==> src/rtl/npu_pkg.sv <==
// Shared types and helpers for the NPU datapath: element width, accumulator
// sizing and the saturating ReLU used at the output of every neuron.
package npu_pkg;

    localparam int DATA_WIDTH = 8;
    localparam int MAX_N      = 64;

    typedef logic signed [DATA_WIDTH-1:0] data_t;

    // Products are 2*DATA_WIDTH wide; summing N of them plus the bias needs
    // $clog2(N+1) growth bits so the accumulator can never wrap.
    function automatic int acc_width(input int n);
        return 2 * DATA_WIDTH + $clog2(n + 1);
    endfunction

    localparam int ACC_MAX_W = acc_width(MAX_N);

    typedef logic signed [ACC_MAX_W-1:0] acc_t;

    localparam data_t DATA_MAX = {1'b0, {(DATA_WIDTH-1){1'b1}}};

    // Negative values (saturated or not) collapse to zero under ReLU, so only
    // the upper clamp is needed explicitly.
    function automatic data_t sat_relu(input acc_t acc);
        if (acc < 0) begin
            return '0;
        end else if (acc > acc_t'(DATA_MAX)) begin
            return DATA_MAX;
        end else begin
            return acc[DATA_WIDTH-1:0];
        end
    endfunction

endpackage

==> src/rtl/perceptron_mac.sv <==
// Combinational multiply-accumulate: full-precision products of x and w,
// summed together with the sign-extended bias.
module perceptron_mac
    import npu_pkg::*;
#(
    parameter int N     = 4,
    parameter int ACC_W = acc_width(N)
) (
    input  data_t                   x [N],
    input  data_t                   w [N],
    input  data_t                   b,
    output logic signed [ACC_W-1:0] acc
);

    logic signed [2*DATA_WIDTH-1:0] prod [N];

    for (genvar i = 0; i < N; i++) begin : gen_mul
        assign prod[i] = x[i] * w[i];
    end

    always_comb begin
        acc = ACC_W'(b);
        for (int i = 0; i < N; i++) begin
            acc = acc + ACC_W'(prod[i]);
        end
    end

endmodule

==> src/rtl/perceptron.sv <==
// Single neuron: dot product plus bias, saturated to the element width,
// ReLU-activated and registered once per clock.
module perceptron
    import npu_pkg::*;
#(
    parameter int N = 4
) (
    input  logic  clk,
    input  logic  rst_n,
    input  data_t x [N],
    input  data_t w [N],
    input  data_t b,
    output data_t y
);

    localparam int ACC_W = acc_width(N);

    logic signed [ACC_W-1:0] acc;
    data_t                   y_d;
    data_t                   y_q;

    perceptron_mac #(
        .N     (N),
        .ACC_W (ACC_W)
    ) u_mac (
        .x   (x),
        .w   (w),
        .b   (b),
        .acc (acc)
    );

    always_comb begin
        y_d = sat_relu(acc_t'(acc));
    end

    always_ff @(posedge clk or negedge rst_n) begin
        if (!rst_n) begin
            y_q <= '0;
        end else begin
            y_q <= y_d;
        end
    end

    assign y = y_q;

endmodule

==> config.mk <==
export PLATFORM = sky130hd
export DESIGN_NAME = perceptron
export DESIGN_NICKNAME = d
export VERILOG_FILES = /design/src/rtl/npu_pkg.sv /design/src/rtl/perceptron_mac.sv /design/src/rtl/perceptron.sv
export SDC_FILE = /design/constraint.sdc
export NUM_CORES = 1
export LEC_CHECK = 0
export ABC_CLOCK_PERIOD_IN_PS = 800
export BUFFER_PORTS_ARGS = -buffer_cell sky130_fd_sc_hd__buf_2
export CORE_ASPECT_RATIO = 2
export CORE_MARGIN = 4
export CORE_UTILIZATION = 45
export CTS_CLUSTER_SIZE = 25
export DETAILED_ROUTE_END_ITERATION = 12
export PLACE_DENSITY = 0.66
export SLEW_MARGIN = 20
export SYNTH_ARGS = -nofsm -noshare
export SYNTH_HDL_FRONTEND = slang
export SYNTH_SLANG_ARGS = --single-unit
==> constraint.sdc <==
create_clock -name clk -period 0.8 [get_ports clk]
set_input_delay 0.16 -clock clk [delete_from_list [all_inputs] [get_ports clk]]
set_output_delay 0.16 -clock clk [all_outputs]
set_load 0.02 [all_outputs]
==> results.tsv <==
metric	value	unit
start_util	45.9	%
yosys_warnings	0	
syn_inst	1326	
vias	9691	
netlist-cell-type-count	50	
crit_path_start_kind	input pin	
rsz0062_at_grt	yes	
grt_pass1_vias	11500	
largest_reg_flops	8	
yosys.area.top_type	fa_1	
fin_crit	9180	ps
final_nets	2171	
path_clk_slew	40	ps
crit_buf_inv	11	
grt_pass1_wl	53.8	mm
maxSlewViolCount	0	
tritoncts	yes	
synthSimpleGateAreaFrac	13.7	%
totalWireLength	32.2	mm
htree_levels	1	
die_area	0.0312	mm2
io-pin-count	82	
syn-num-nets	1876	
synthAdderAreaFrac	66.1	%
setup_violations	15	
synth_compound_area_share	3.95	%
crit_family	adder cells	
whs	295	ps
cp.arrival	9320	ps
synth_flop_cell	dfrtp_1	
synth-xor-area-share	2.38	%
cts_max_path_buffers	2	
synth_top_family_by_area	adder cells	
dp.cells	1958	
critPathCaptureType	register	
fin_crit_sh	1150	%
fmax	0.109	GHz
gp_congestion	0.945	
worstPathRequired	940	ps
critPathMostFrequentCell	fa_1	
crit_type	in -> reg	
outcome	finished with violations	
violations	setup timing	
maxCapViolCount	0	
fp-row-count	86	
yosysSeqAreaShare	1.57	%
antenna_left	0	
synth_area_leaders	fa_1 52%, ha_1 15%, inv_1 12%, and2_1 7.5%, nand2_1 2.4%	
die_x	127	um
critPathMaxFanout	7	
overflow	0	
netlist.area_leader.share	51.6	%
area_growth	23.4	%
drt_iter0_markers	252	
synth-seq-cells	8	
portBuffers	81	
cts_buffers	3	
drc	0	
crit_cells	38	
worstHoldPathType	in -> async	
async_flop_share	100	%
hold_viol	0	
first_pass_iters	6	
synth.top_cells.by_count	401 x inv_1, 328 x fa_1, 153 x and2_1, 148 x ha_1, 80 x nand2_1	
synth_area_per_cell	9.60	um2
synthMostInstantiatedCell	inv_1	
max_stage_delay	530	ps
cts_sinks	8	
pre_cts_ws	-8850	ps
layout-drive-gt1-share	23.0	%
finalSetupTns	-59270	ps
wl_per_cell	16.3	um
synth_area	0.0127	mm2
critPathSlowestCell	fa_1	
setup_ws	-8380	ps
finalNonFillerCells	1971	
diodes	0	
grt_max_degree	11	
synth_edf_count	0	
viasPerCell	4.92	
dieHeight	246	um
dp_hpwl	30.3	mm
grt_antenna_before_repair	0	
synthMuxAreaShare	0.314	%
ctsRootBufferMaster	clkbuf_16	
gr-usage-all-layers	21.7	%
core_region_area	0.0278	mm2
-- per-layer routing --
| metal | track usage, % | vias up | wire length, um |
|---|---|---|---|
| met5 | 0 | - | 0 |
| met4 | 10.7 | 0 | 2030 |
| met3 | 1.13 | 117 | 656 |
| met2 | 47.0 | 210 | 20200 |
| met1 | 19.1 | 4894 | 9310 |
| li1 | - | 4470 | - |
-- through the flow --
step / cell area (um2) / util (%)
floorplan: 12900 / -
global placement: 15300 / 55.1
detailed placement: 15300 / 55.1
CTS: 15500 / 56.0
global route: 15700 / 56.6
finish: 15700 / 56.6
-- cells by family after synthesis --
family | after synthesis
flip-flops | 8
adder cells (fa/ha/maj) | 476
multiplexers | 4
other | 1
AND/OR/NAND/NOR | 324
AO/OA/AOI/OAI | 75
XOR/XNOR | 33
buffers and inverters | 405
-- layout make-up --
| class | instances | area (um2) |
|---|---|---|
| Fill cell | 2505 | 12100 |
| Sequential cell | 8 | 200 |
| Clock buffer | 3 | 75.1 |
| Inverter | 402 | 1510 |
| Tap cell | 352 | 440 |
| Multi-Input combinational cell | 913 | 11400 |
| Timing Repair Buffer | 293 | 2090 |
-- what timing repair did --
action | 4_1_cts | 5_1_grt
setup buffers | 2 | 9
hold buffers | 1 | 0
setup endpoints to repair | 15 | 15
hold endpoints to repair | 8 | 0
gates resized for setup | 31 | 31
pin swaps | 2 | 20
-- layout by cell type (no fill, tap or decap), types with 3 or more instances in the layout --
cell         n
inv_1      391
fa_1       321
buf_4      210
and2_1     147
ha_1       135
nand2_1     79
buf_2       71
nor2_1      29
xnor2_1     26
nand2b_1    18
o21ai_0     15
nor2b_1     12
a21oi_1     11
inv_2       10
a21o_1       8
buf_6        8
dfrtp_1      8
nor3_1       7
fa_2         7
ha_4         7
a41oi_2      6
ha_2         6
and2_4       5
o21ai_1      4
nor2_2       4
xor2_1       4
a21oi_2      3
nand3_1      3
nand3b_1     3
mux2i_1      3
clkbuf_16    3
buf_12       3
-- worst max path at each step --
stage / startpoint / endpoint / slack, ps
6_report: x[22] / y[3]$_DFF_PN0_ / -8380
5_1_grt: x[23] / y[3]$_DFF_PN0_ / -8740
4_1_cts: x[21] / y[4]$_DFF_PN0_ / -8420
3_5_place_dp: x[21] / y[0]$_DFF_PN0_ / -8850
3_3_place_gp: x[22] / y[5]$_DFF_PN0_ / -8640
2_1_floorplan: x[23] / y[0]$_DFF_PN0_ / -7880
Power is not shown: default switching activity piles up to over one toggle a cycle in this logic, so the estimate is an artifact.
